## src/rtl/instruction_fetch_unit_if.sv

```systemverilog
// Instruction-memory read port shared by the fetch unit (master) and the memory model (slave).
// Handshake: mem_req rises with mem_addr and both hold steady until a cycle where mem_ack=1;
// mem_rdata is valid only in that mem_ack cycle, and the request drops on the following edge.
interface instruction_fetch_unit_if #(
  parameter int ADDR_W  = 16,
  parameter int INSTR_W = 16
);
  logic               mem_req;
  logic [ADDR_W-1:0]  mem_addr;
  logic [INSTR_W-1:0] mem_rdata;
  logic               mem_ack;

  modport master (output mem_req, output mem_addr, input mem_rdata, input mem_ack);
  modport slave  (input mem_req, input mem_addr, output mem_rdata, output mem_ack);
endinterface

```

## src/rtl/instruction_fetch_unit.sv

```systemverilog
// PC/IR holder with a req/ack instruction fetch toward memory for a multicycle CPU.
// Optional fetch timeout fault is built when FETCH_FAULT_EN is defined.
module instruction_fetch_unit #(
  parameter int                ADDR_W   = 16,
  parameter int                INSTR_W  = 16,
  parameter logic [ADDR_W-1:0] RESET_PC = '0,
  parameter int                TIMEOUT  = 15
) (
  input  logic                 CLK,
  input  logic                 Reset,
  input  logic                 IRWrite,
  input  logic                 PCWrite,
  input  logic                 PCSource,
  input  logic [ADDR_W-1:0]    alu_result,
  instruction_fetch_unit_if.master mem,
  output logic [ADDR_W-1:0]    pc,
  output logic [INSTR_W-1:0]   instr,
  output logic [3:0]           op,
  output logic                 fetch_busy,
  output logic                 fetch_done,
  output logic                 fetch_fault,
  output logic [1:0]           fetch_state
);

  typedef enum logic [1:0] {S_IDLE = 2'd0, S_FETCH = 2'd1, S_DONE = 2'd2} state_t;

  state_t               r_state, w_next_state;
  logic [ADDR_W-1:0]    r_pc, w_next_pc;
  logic [INSTR_W-1:0]   r_ir, w_next_ir;
  logic                 r_mem_req, w_next_mem_req;
  logic [ADDR_W-1:0]    r_mem_addr, w_next_mem_addr;
  logic                 r_busy, w_next_busy;
  logic                 r_done, w_next_done;

`ifdef FETCH_FAULT_EN
  localparam int TW = $clog2(TIMEOUT + 1);
  logic [TW-1:0] r_timer, w_next_timer;
  logic          r_fault, w_next_fault;
`endif

  always_comb begin
    w_next_state    = r_state;
    w_next_pc       = r_pc;
    w_next_ir       = r_ir;
    w_next_mem_req  = r_mem_req;
    w_next_mem_addr = r_mem_addr;
`ifdef FETCH_FAULT_EN
    w_next_timer    = r_timer;
    w_next_fault    = r_fault;
`endif
    if (PCWrite)
      w_next_pc = PCSource ? alu_result : r_pc + ADDR_W'(2);
    case (r_state)
      S_IDLE: begin
        // Fetch address is the PC before any same-edge PCWrite.
        if (IRWrite) begin
          w_next_state    = S_FETCH;
          w_next_mem_addr = r_pc;
          w_next_mem_req  = 1'b1;
`ifdef FETCH_FAULT_EN
          w_next_timer    = TW'(1);
`endif
        end
      end
      S_FETCH: begin
        if (mem.mem_ack) begin
          w_next_ir      = mem.mem_rdata;
          w_next_mem_req = 1'b0;
          w_next_state   = S_DONE;
`ifdef FETCH_FAULT_EN
          w_next_timer   = '0;
        end else if (r_timer == TW'(TIMEOUT)) begin
          w_next_mem_req = 1'b0;
          w_next_fault   = 1'b1;
          w_next_timer   = '0;
          w_next_state   = S_IDLE;
        end else begin
          w_next_timer   = r_timer + TW'(1);
`endif
        end
      end
      S_DONE:  w_next_state = S_IDLE;
      default: w_next_state = S_IDLE;
    endcase
    w_next_busy = (w_next_state != S_IDLE);
    w_next_done = (w_next_state == S_DONE);
  end

  always_ff @(posedge CLK) begin
    if (Reset) begin
      r_state    <= S_IDLE;
      r_pc       <= RESET_PC;
      r_ir       <= '0;
      r_mem_req  <= 1'b0;
      r_mem_addr <= '0;
      r_busy     <= 1'b0;
      r_done     <= 1'b0;
`ifdef FETCH_FAULT_EN
      r_timer    <= '0;
      r_fault    <= 1'b0;
`endif
    end else begin
      r_state    <= w_next_state;
      r_pc       <= w_next_pc;
      r_ir       <= w_next_ir;
      r_mem_req  <= w_next_mem_req;
      r_mem_addr <= w_next_mem_addr;
      r_busy     <= w_next_busy;
      r_done     <= w_next_done;
`ifdef FETCH_FAULT_EN
      r_timer    <= w_next_timer;
      r_fault    <= w_next_fault;
`endif
    end
  end

`ifdef FETCH_FAULT_EN
  assign fetch_fault = r_fault;
`else
  assign fetch_fault = 1'b0;
`endif

  assign mem.mem_req  = r_mem_req;
  assign mem.mem_addr = r_mem_addr;
  assign pc           = r_pc;
  assign instr        = r_ir;
  assign op           = r_ir[INSTR_W-1 -: 4];
  assign fetch_busy   = r_busy;
  assign fetch_done   = r_done;
  assign fetch_state  = r_state;

endmodule

```

## src/flat_wrapper.sv

```systemverilog
// flat-port wrapper written by rule: the top's interface ports become plain ports
module instruction_fetch_unit_flat 
#(
  parameter int                ADDR_W   = 16,
  parameter int                INSTR_W  = 16,
  parameter logic [ADDR_W-1:0] RESET_PC = '0,
  parameter int                TIMEOUT  = 15
)
  (CLK, Reset, IRWrite, PCWrite, PCSource, alu_result, pc, instr, op, fetch_busy, fetch_done, fetch_fault, fetch_state, mem_mem_req, mem_mem_addr, mem_mem_rdata, mem_mem_ack);
  instruction_fetch_unit_if #(.ADDR_W(ADDR_W), .INSTR_W(INSTR_W)) mem_i ();
  input  logic CLK;
  input  logic Reset;
  input  logic IRWrite;
  input  logic PCWrite;
  input  logic PCSource;
  input  logic [ADDR_W-1:0] alu_result;
  output logic [ADDR_W-1:0] pc;
  output logic [INSTR_W-1:0] instr;
  output logic [3:0] op;
  output logic fetch_busy;
  output logic fetch_done;
  output logic fetch_fault;
  output logic [1:0] fetch_state;
  output wire logic [$bits(mem_i.mem_req)-1:0] mem_mem_req;
  output wire logic [$bits(mem_i.mem_addr)-1:0] mem_mem_addr;
  input wire logic [$bits(mem_i.mem_rdata)-1:0] mem_mem_rdata;
  input wire logic [$bits(mem_i.mem_ack)-1:0] mem_mem_ack;
  assign mem_mem_req = mem_i.mem_req;
  assign mem_mem_addr = mem_i.mem_addr;
  assign mem_i.mem_rdata = mem_mem_rdata;
  assign mem_i.mem_ack = mem_mem_ack;
  instruction_fetch_unit #(.ADDR_W(ADDR_W), .INSTR_W(INSTR_W), .RESET_PC(RESET_PC), .TIMEOUT(TIMEOUT)) u_core (.CLK(CLK), .Reset(Reset), .IRWrite(IRWrite), .PCWrite(PCWrite), .PCSource(PCSource), .alu_result(alu_result), .mem(mem_i), .pc(pc), .instr(instr), .op(op), .fetch_busy(fetch_busy), .fetch_done(fetch_done), .fetch_fault(fetch_fault), .fetch_state(fetch_state));
endmodule
```

## config.mk

```make
export PLATFORM = sky130hd
export DESIGN_NAME = instruction_fetch_unit_flat
export DESIGN_NICKNAME = d
export VERILOG_FILES = /design/src/rtl/instruction_fetch_unit_if.sv /design/src/rtl/instruction_fetch_unit.sv /design/src/flat_wrapper.sv
export SDC_FILE = /design/constraint.sdc
export NUM_CORES = 1
export LEC_CHECK = 0
export CAP_MARGIN = 20
export CORE_MARGIN = 2
export CORE_UTILIZATION = 42
export CTS_CLUSTER_SIZE = 28
export DETAILED_ROUTE_END_ITERATION = 6
export PLACE_DENSITY = 0.8
export SLEW_MARGIN = 20
export SYNTH_ARGS = -nofsm -noshare
export SYNTH_HDL_FRONTEND = slang
export SYNTH_SLANG_ARGS = --single-unit
```

## constraint.sdc

```tcl
create_clock -name CLK -period 4.91 [get_ports CLK]
set_clock_uncertainty 0.1 [all_clocks]
set_input_delay 0.491 -clock CLK [delete_from_list [all_inputs] [get_ports CLK]]
set_output_delay 0.491 -clock CLK [all_outputs]
set_load 0.05 [all_outputs]
```

=== After elaboration in Yosys (flattened, before gate mapping) ===
Index checks and enable logic that the tools add are counted.

* Flip-flop bits (word level): 53

* Add/subtract/negate cells: 1
* Eq/ne operators: 4
* Muxes and demuxes: 7
* Reductions and logical operators: 6

{| class="wikitable"
|+ Operators with widths
! kind !! number
|-
| $add 16x2->16 const B || 1
|-
| $mux 16 || 1
|-
| $mux 2 || 2
|-
| $ne 2x2->1 const B || 2
|-
| $pmux 2 s2 || 1
|-
| $reduce_and 2->1 || 2
|-
| $reduce_bool 2->1 || 2
|-
| $reduce_and 3->1 || 1
|-
| $eq 2x1->1 const B || 1
|-
| $eq 2x2->1 const B || 1
|-
| $logic_not 2->1 || 1
|-
| $mux 1 || 2
|-
| $pmux 1 s2 || 1
|}

=== Longest topological paths before layout ===
Gate-level depths: netlist of run 1.

* Word-level depth: 3
* Depth in mapped cells: 6
* Depth with buffers taken out: 5

=== Worst setup path after synthesis of run 1 ===
OpenSTA, ideal clock, no wires.

* Path type: register -> register
* Start: register u_core.r_pc[1] (netlist: u_core.pc[1])
* End: register u_core.r_pc[15] (netlist: u_core.pc[15])
* Setup time: 0.074 ns
* Arrival time: 2.145 ns
* Slack: 2.590 ns
* Cell stages (with the launch flop): 6
* Buffers on the path: 0
* Period minus slack after synthesis: 2.320 ns
* Path through: dfxtp_1 > ha_1 > nand4_4 > or4_4 > or3_1 > a31oi_1

* Cells in the longest elaborated chain, start to end: 2

{| class="wikitable"
|+ RTL lines
! element !! line !! RTL
|-
| start: declaration || instruction_fetch_unit.sv:28 || <nowiki>logic [ADDR_W-1:0] r_pc, w_next_pc;</nowiki>
|-
| start signal: assignment || instruction_fetch_unit.sv:104 || <nowiki>r_pc <= w_next_pc;</nowiki>
|-
| $add 16x2->16 || instruction_fetch_unit.sv:52 || <nowiki>w_next_pc = PCSource ? alu_result : r_pc + ADDR_W'(2);</nowiki>
|-
| $mux 16 || instruction_fetch_unit.sv:52 ||
|}

Every way passes these cells.
A chain may end at the register's enable or synchronous reset.

==> impl_results.md, run 1 <==
- Fillers: about 480
- CP Depth: 5
- Diode count: 0
- Most common cell after layout, fill and taps aside: clkdlybuf4s50_1
- Cell Rows: 26
- DR vias: 2258
- Hpwl dp: 4270 µm
- Setup TNS: 0 ns
- CP Class: primary input to flop
- Routed length per instance: around 14 µm
- RSZ-0062 raised after global routing: no
- Crit-path max FO: 17
- CTS clk-pin slew, worst paths: 0.09 ns
- Hold Buf Count CTS: 0
- Synth warnings: 0
- Post-synth EDFFs: 0
- Placed Instances: 425
- CP max stage delay: 0.84 ns
- Dpl ws: 2.22 ns
- Largest net degree at the start of global routing: 52
- Non-filler cells, final: 434
- Nets: 402
- Run status: finished clean
- IO Port Bufs: 94
- Worst EP arrival: around 2.6 ns
- Setup violations, final: 0
- Gp weighted congestion: 0.860
- Cells after Synth: 283
- IO Count: 96
- Slew at the pin closest to its max-slew limit: 0.927 ns
- Mapped Area: 2230 µm²
- Worst setup EP type: flop
- Slowest cell on the critical path: clkdlybuf4s50_1
- Slew margin rel.: 0.382
- R2r worst-path depth: 5
- Fin util: 0.635
- Final period util: 0.495
- Clock Path Buffers: 2
- Most frequent cells in the layout: clkdlybuf4s50_1 (93), nand2_1 (80), dfxtp_1 (53)
- #FFs+latches synth: 53
- Pleak: 1.11 nW
- First-pass GRT wire length: 9980 µm
- Initial antenna violation count: 0
- First DRT Iteration DRCs: 130
- Htree depth: 2
- # resized after CTS: 0
- PD cells: around 280 nW/µm²
- CORE AREA: 5110 µm²
- CTS root buf: clkbuf_8
- Syn-to-layout area delta: 45.4%
- Register area share after synthesis: 0.476
- Peak supply drop: about 0.20 mV
- FFs w/ async S/R, synth: 0
- Setup crit start kind: primary input
- Gr usage total: 0.202
- Post-synth cell types: 41
- Share of layout cells above drive strength 1: 0.0385
- Starting Density: 0.437
- Setup Fix Bufs, Post-CTS: 0
- Routed wire length: 5980 µm
- Final Max Slew Viols: 0
- Vias in the first global route: between 2000 and 2500
- Mapped Avg Cell Area: 7.88 µm²
- Syn Nets: 322
- DR vias/cell: 5.20
- GR Overflow Total: 0
- Worst EP required: 5.03 ns
- Worst hold-check path type: flop to flop
- Clk sinks: between 50 and 60
- Fmax: 0.412 GHz
- Setup ws final: 2.48 ns
- Drt first pass iters: 4
- Die height: 76.9 µm
- CP delay by family, top: buffers and inverters
- Full die area: 5910 µm²
- Hold depth: 2
- Top_reg_cell synth: dfxtp_1
- CTS tree: done
- Later-pin clock latency in the skew report: about 0.30 ns
- Die W: 76.9 µm
- Worst Path Buf+Inv: 2
- Minimum clock period: 2.43 ns
- Final hold violation count: 0
- Total of max-cap violations: 0
- CP cell instances: clkdlybuf4s50_1, clkinv_1, nor2_1, a22oi_1, a21oi_1
- Remaining antenna violation count after routing: 0
- Drt drc: 0
- TritonCTS buffer count: 5
[logic make-up after synthesis]
family	after synthesis	share of synthesized area
DFF	53	0.476
buffers and inverters	27	0.0544
muxes	6	0.0269
and+or+nand+nor	124	0.245
AOI/OAI and AO/OA	71	0.191
other	1	0.00168
adders and majority gates	1	0.00561
[tightest hold or removal path: stages, from the launching register on]
cell,delay (ns)
dfxtp_1,0.32
nand2_1,0.05
a21oi_1,0.05
[per-stage QoR]
| step | total power, mW | hold WS (ns) | area (µm²) |
|---|---|---|---|
| floorplan | 0.602 | 0.470 | 2230 |
| global placement | 0.681 | 0.342 | 3150 |
| detailed placement | 0.683 | 0.346 | 3150 |
| CTS | 0.918 | 0.359 | 3240 |
| global route | 0.953 | 0.381 | 3240 |
| finish | 0.912 | 0.356 | 3240 |
[layout make-up]
type / count / area [µm²] / share of cell area
well taps: 70 / 87.6 / 0.0270
clock buffers: 7 / 76.3 / 0.0235
multi-input cells: 203 / 1050 / 0.323
inverters: 5 / 18.8 / 0.00579
clock inverters: 1 / 7.51 / 0.00231
flip-flops and latches: 53 / 1060 / 0.327
repair buffers: 95 / 943 / 0.291
[power by group]
group          switching [mW]  total [mW]  leakage [nW]  internal [mW]
registers              0.0211       0.470         0.432          0.449
clock network           0.137       0.238        0.0385          0.101
logic                   0.126       0.204         0.641         0.0777
[registers in the layout, summed over array words and instances, names as in the netlist]
name and flops:
u_core.instr 16, u_core.mem.mem_addr 16, u_core.pc 16, u_core.fetch_state 2, u_core.fetch_busy 1, u_core.fetch_done 1, u_core.mem.mem_req 1
[path summary, 6_finish.rpt]
kind	startpoint	slack, ns	end
hold / removal	u_core.instr[4]$_SDFFE_PP0P_	0.36	u_core.instr[4]$_SDFFE_PP0P_
setup / recovery	PCWrite	2.48	u_core.pc[11]$_SDFFE_PP0P_
hold reg to reg	u_core.instr[4]$_SDFFE_PP0P_	0.36	u_core.instr[4]$_SDFFE_PP0P_
setup reg to reg	u_core.pc[1]$_SDFFE_PP0P_	2.77	u_core.pc[15]$_SDFFE_PP0P_
[routing by layer]
| metal | GRT usage | vias to the layer above | part of all wire |
|---|---|---|---|
| met5 | 0 | - | 0 |
| met4 | 0.0327 | 0 | 0.0077 |
| met3 | 0.0576 | 7 | 0.082 |
| met2 | 0.338 | 97 | 0.47 |
| met1 | 0.265 | 1029 | 0.44 |
| li1 | - | 1125 | - |
[cell usage after synthesis (3+ instances only)]
library cell | count | area share
nand4_1 | 3 | 0.0084
a211oi_1 | 3 | 0.010
clkbuf_1 | 15 | 0.025
nor2_1 | 17 | 0.029
nor3_1 | 4 | 0.0090
mux2i_1 | 6 | 0.027
buf_4 | 5 | 0.017
a21oi_1 | 42 | 0.094
nand2_1 | 80 | 0.13
nand3_1 | 5 | 0.011
o21ai_0 | 5 | 0.011
a22oi_1 | 8 | 0.027
dfxtp_1 | 53 | 0.48
inv_1 | 4 | 0.0067
No activity file was read; power rests on OpenSTA's default activity.
==> inputs of run 2 (changes only) <==
--- a/config.mk
+++ b/config.mk
@@ -7,10 +7,10 @@
 export LEC_CHECK = 0
 export CAP_MARGIN = 20
 export CORE_MARGIN = 2
-export CORE_UTILIZATION = 42
+export CORE_UTILIZATION = 38
 export CTS_CLUSTER_SIZE = 28
 export DETAILED_ROUTE_END_ITERATION = 6
-export PLACE_DENSITY = 0.8
+export PLACE_DENSITY = 0.76
 export SLEW_MARGIN = 20
 export SYNTH_ARGS = -nofsm -noshare
 export SYNTH_HDL_FRONTEND = slang
==> constraint.sdc (replaced) <==
create_clock -name CLK -period 2 [get_ports CLK]
set_clock_uncertainty 0.1 [all_clocks]
set_input_delay 0.2 -clock CLK [delete_from_list [all_inputs] [get_ports CLK]]
set_output_delay 0.2 -clock CLK [all_outputs]
set_load 0.05 [all_outputs]
==> impl_results.md, run 2 (same netlist as run 1, synthesis figures left out) <==
- DRT met1 WL: 2700 µm (+3.0%)
- Setup violations, final: 0 (unchanged)
- CP max stage delay: 0.86 ns (+0.02 ns)
- Worst Path Buf+Inv: 1 (-1)
- Htree depth: 2 (unchanged)
- Worst hold start: Reset
- R2r worst-path depth: 5 (unchanged)
- Peak supply drop: 0.339 mV (+73%)
- CP delay by family, top: buffers and inverters
- Diode count: 0 (unchanged)
- Clock Path Buffers: 2 (unchanged)
- CP Class: flop to output pin
- Most common cell after layout, fill and taps aside: clkdlybuf4s50_1
- First DRT Iteration DRCs: 90 (-31%)
- Later-pin clock latency in the skew report: 0.30 ns (about the same)
- Run status: finished clean
- Routed wl met3: 560 µm (+15%)
- Most frequent cells in the layout: clkdlybuf4s50_1 (92), nand2_1 (80), a21oi_1 (42)
- IO Port Bufs: 94 (unchanged)
- Clk sinks: 53 (unchanged)
- Setup crit start kind: flop
- Crit-path max FO: 6 (-11)
- Initial antenna violation count: 0 (unchanged)
- Worst hold-check path type: primary input to flop
- Cell Rows: 27 (+3.8%)
- Slew at the pin closest to its max-slew limit: 0.536 ns (-0.391 ns)
- FF-to-FF End: u_core.pc[15]$_SDFFE_PP0P_
- Remaining antenna violation count after routing: 0 (unchanged)
- IO Count: 96 (unchanged)
- First-pass GRT wire length: 10300 µm (+2.9%)
- Syn-to-layout area delta: 49.5%
- Max Used Layer: met4
- Worst EP arrival: 1.61 ns (-0.94 ns)
- RSZ-0062 raised after global routing: no
- Placed Instances: 437 (+2.8%)
- Reg-to-reg setup timing slack: 0.12 ns (-2.65 ns)
- Gp weighted congestion: 0.896 (+4.1%)
- Die height: 80.6 µm (+4.9%)
- DR vias: 2294 (+1.6%)
- Nets: 411 (+2.2%)
- Share of layout cells above drive strength 1: 0.0938 (+0.0554)
- CTS tree: done
- Hold depth: 2 (unchanged)
- Worst EP required: 1.70 ns (-3.33 ns)
- Worst Hold Path EP: u_core.mem.mem_addr[12]$_SDFFE_PP0P_
- Vias in the first global route: 2230 (+8.1%)
- Hold Buf Count CTS: 0 (unchanged)
- Fmax: 0.523 GHz
- Pleak: 1.18 nW (+5.9%)
- Drt first pass iters: 4 (unchanged)
- R2r startpoint: u_core.pc[1]$_SDFFE_PP0P_
- Die W: 80.6 µm (+4.9%)
- CTS clk-pin slew, worst paths: 0.09 ns (about the same)
- Minimum clock period: 1.91 ns
- Drt drc: 0 (unchanged)
- Routed wire length: 6290 µm (+5.2%)
- Starting Density: 0.400 (-0.0366)
- Full die area: 6500 µm² (+10%)
- Setup TNS: 0 ns (unchanged)
- CORE AREA: 5570 µm² (+9.1%)
- Non-filler cells, final: 445 (+2.5%)
- Slew margin rel.: 0.641 (+0.260)
- Met2 wire len: 2960 µm (+5.1%)
- Total of max-cap violations: 0 (unchanged)
- Hpwl dp: 4640 µm (+8.5%)
- Gr usage total: 0.201 (-0.00113)
- DR vias/cell: 5.16 (-0.92%)
- CTS root buf: clkbuf_8
- Worst setup EP type: output pin
- Final period util: 0.956
- Routed length per instance: 14.1 µm (+2.6%)
- Final Max Slew Viols: 0 (unchanged)
- Slowest cell on the critical path: clkdlybuf4s50_1
- CP cell instances: clkdlybuf4s50_1
- TritonCTS buffer count: 5 (unchanged)
- Final hold violation count: 0 (unchanged)
- Largest net degree at the start of global routing: 20 (-62%)
- GR Overflow Total: 0 (unchanged)
- PD cells: 678 nW/µm² (+140%)
run 2: changes by cell type in the layout (fill, tap and decap cells not counted), sizes merged:
cell           before  now
buf                 2   11
clkdlybuf4s50      93   92
dlymetal6s2s        0    1
run 2: final cells by class:
type,count,area (µm²)
Clock inverter,1,7.51
Tap cell,72,90.1
Clock buffer,7,76.3
Inverter,5,18.8
Timing Repair Buffer,104,1010
Fill cell,543,2240
Multi-Input combinational cell,203,1050
Sequential cell,53,1080
run 2: metrics by stage:
stage / cell area (µm²) / hold WS, ns / utilization / setup WS [ns] / total power [mW]
after detailed placement: 3250 / 0.348 / 0.583 / 0.124 / 1.69
after global placement: 3250 / 0.342 / 0.583 / 0.172 / 1.69
after CTS: 3330 / 0.176 / 0.598 / 0.0472 / 2.29
final: 3340 / 0.185 / 0.598 / 0.0881 / 2.26
after global routing: 3340 / 0.198 / 0.598 / 0.0396 / 2.38
after floorplan: 2250 / 0.179 / - / 0.0157 / 1.48
run 2: repair_timing:
item,4_1_cts,5_1_grt
endpoints found under the setup margin,0,1
setup buffers,0,0
gates resized for setup,0,1
run 2: per-layer routing:
metal / up-vias / GRT usage
li1: 1145 / -
met1: 1053 / 0.244
met3: 5 / 0.0640
met2: 91 / 0.345
met5: - / 0
met4: 0 / 0.0492
run 2: how the worst max path moves through the flow:
stage / startpoint / slack (ns) / cells after the start / to
3_3_place_gp: u_core.pc[1]$_SDFFE_PP0P_ / 0.17 / 5 / u_core.pc[15]$_SDFFE_PP0P_
6_report: u_core.pc[14]$_SDFFE_PP0P_ / 0.09 / 1 / pc[14]
2_1_floorplan: u_core.pc[1]$_SDFFE_PP0P_ / 0.02 / 5 / u_core.pc[15]$_SDFFE_PP0P_
3_5_place_dp: u_core.pc[1]$_SDFFE_PP0P_ / 0.12 / 5 / u_core.pc[15]$_SDFFE_PP0P_
5_1_grt: u_core.pc[1]$_SDFFE_PP0P_ / 0.04 / 5 / u_core.pc[15]$_SDFFE_PP0P_
4_1_cts: u_core.pc[13]$_SDFFE_PP0P_ / 0.05 / 1 / pc[13]
run 2: report_power, final:
part	switching [mW]	leakage, nW	internal (mW)	total (mW)
clock network	0.343	0.0385	0.249	0.592
logic	0.315	0.701	0.202	0.517
registers	0.0491	0.437	1.10	1.15
total	0.707	1.18	1.55	2.26
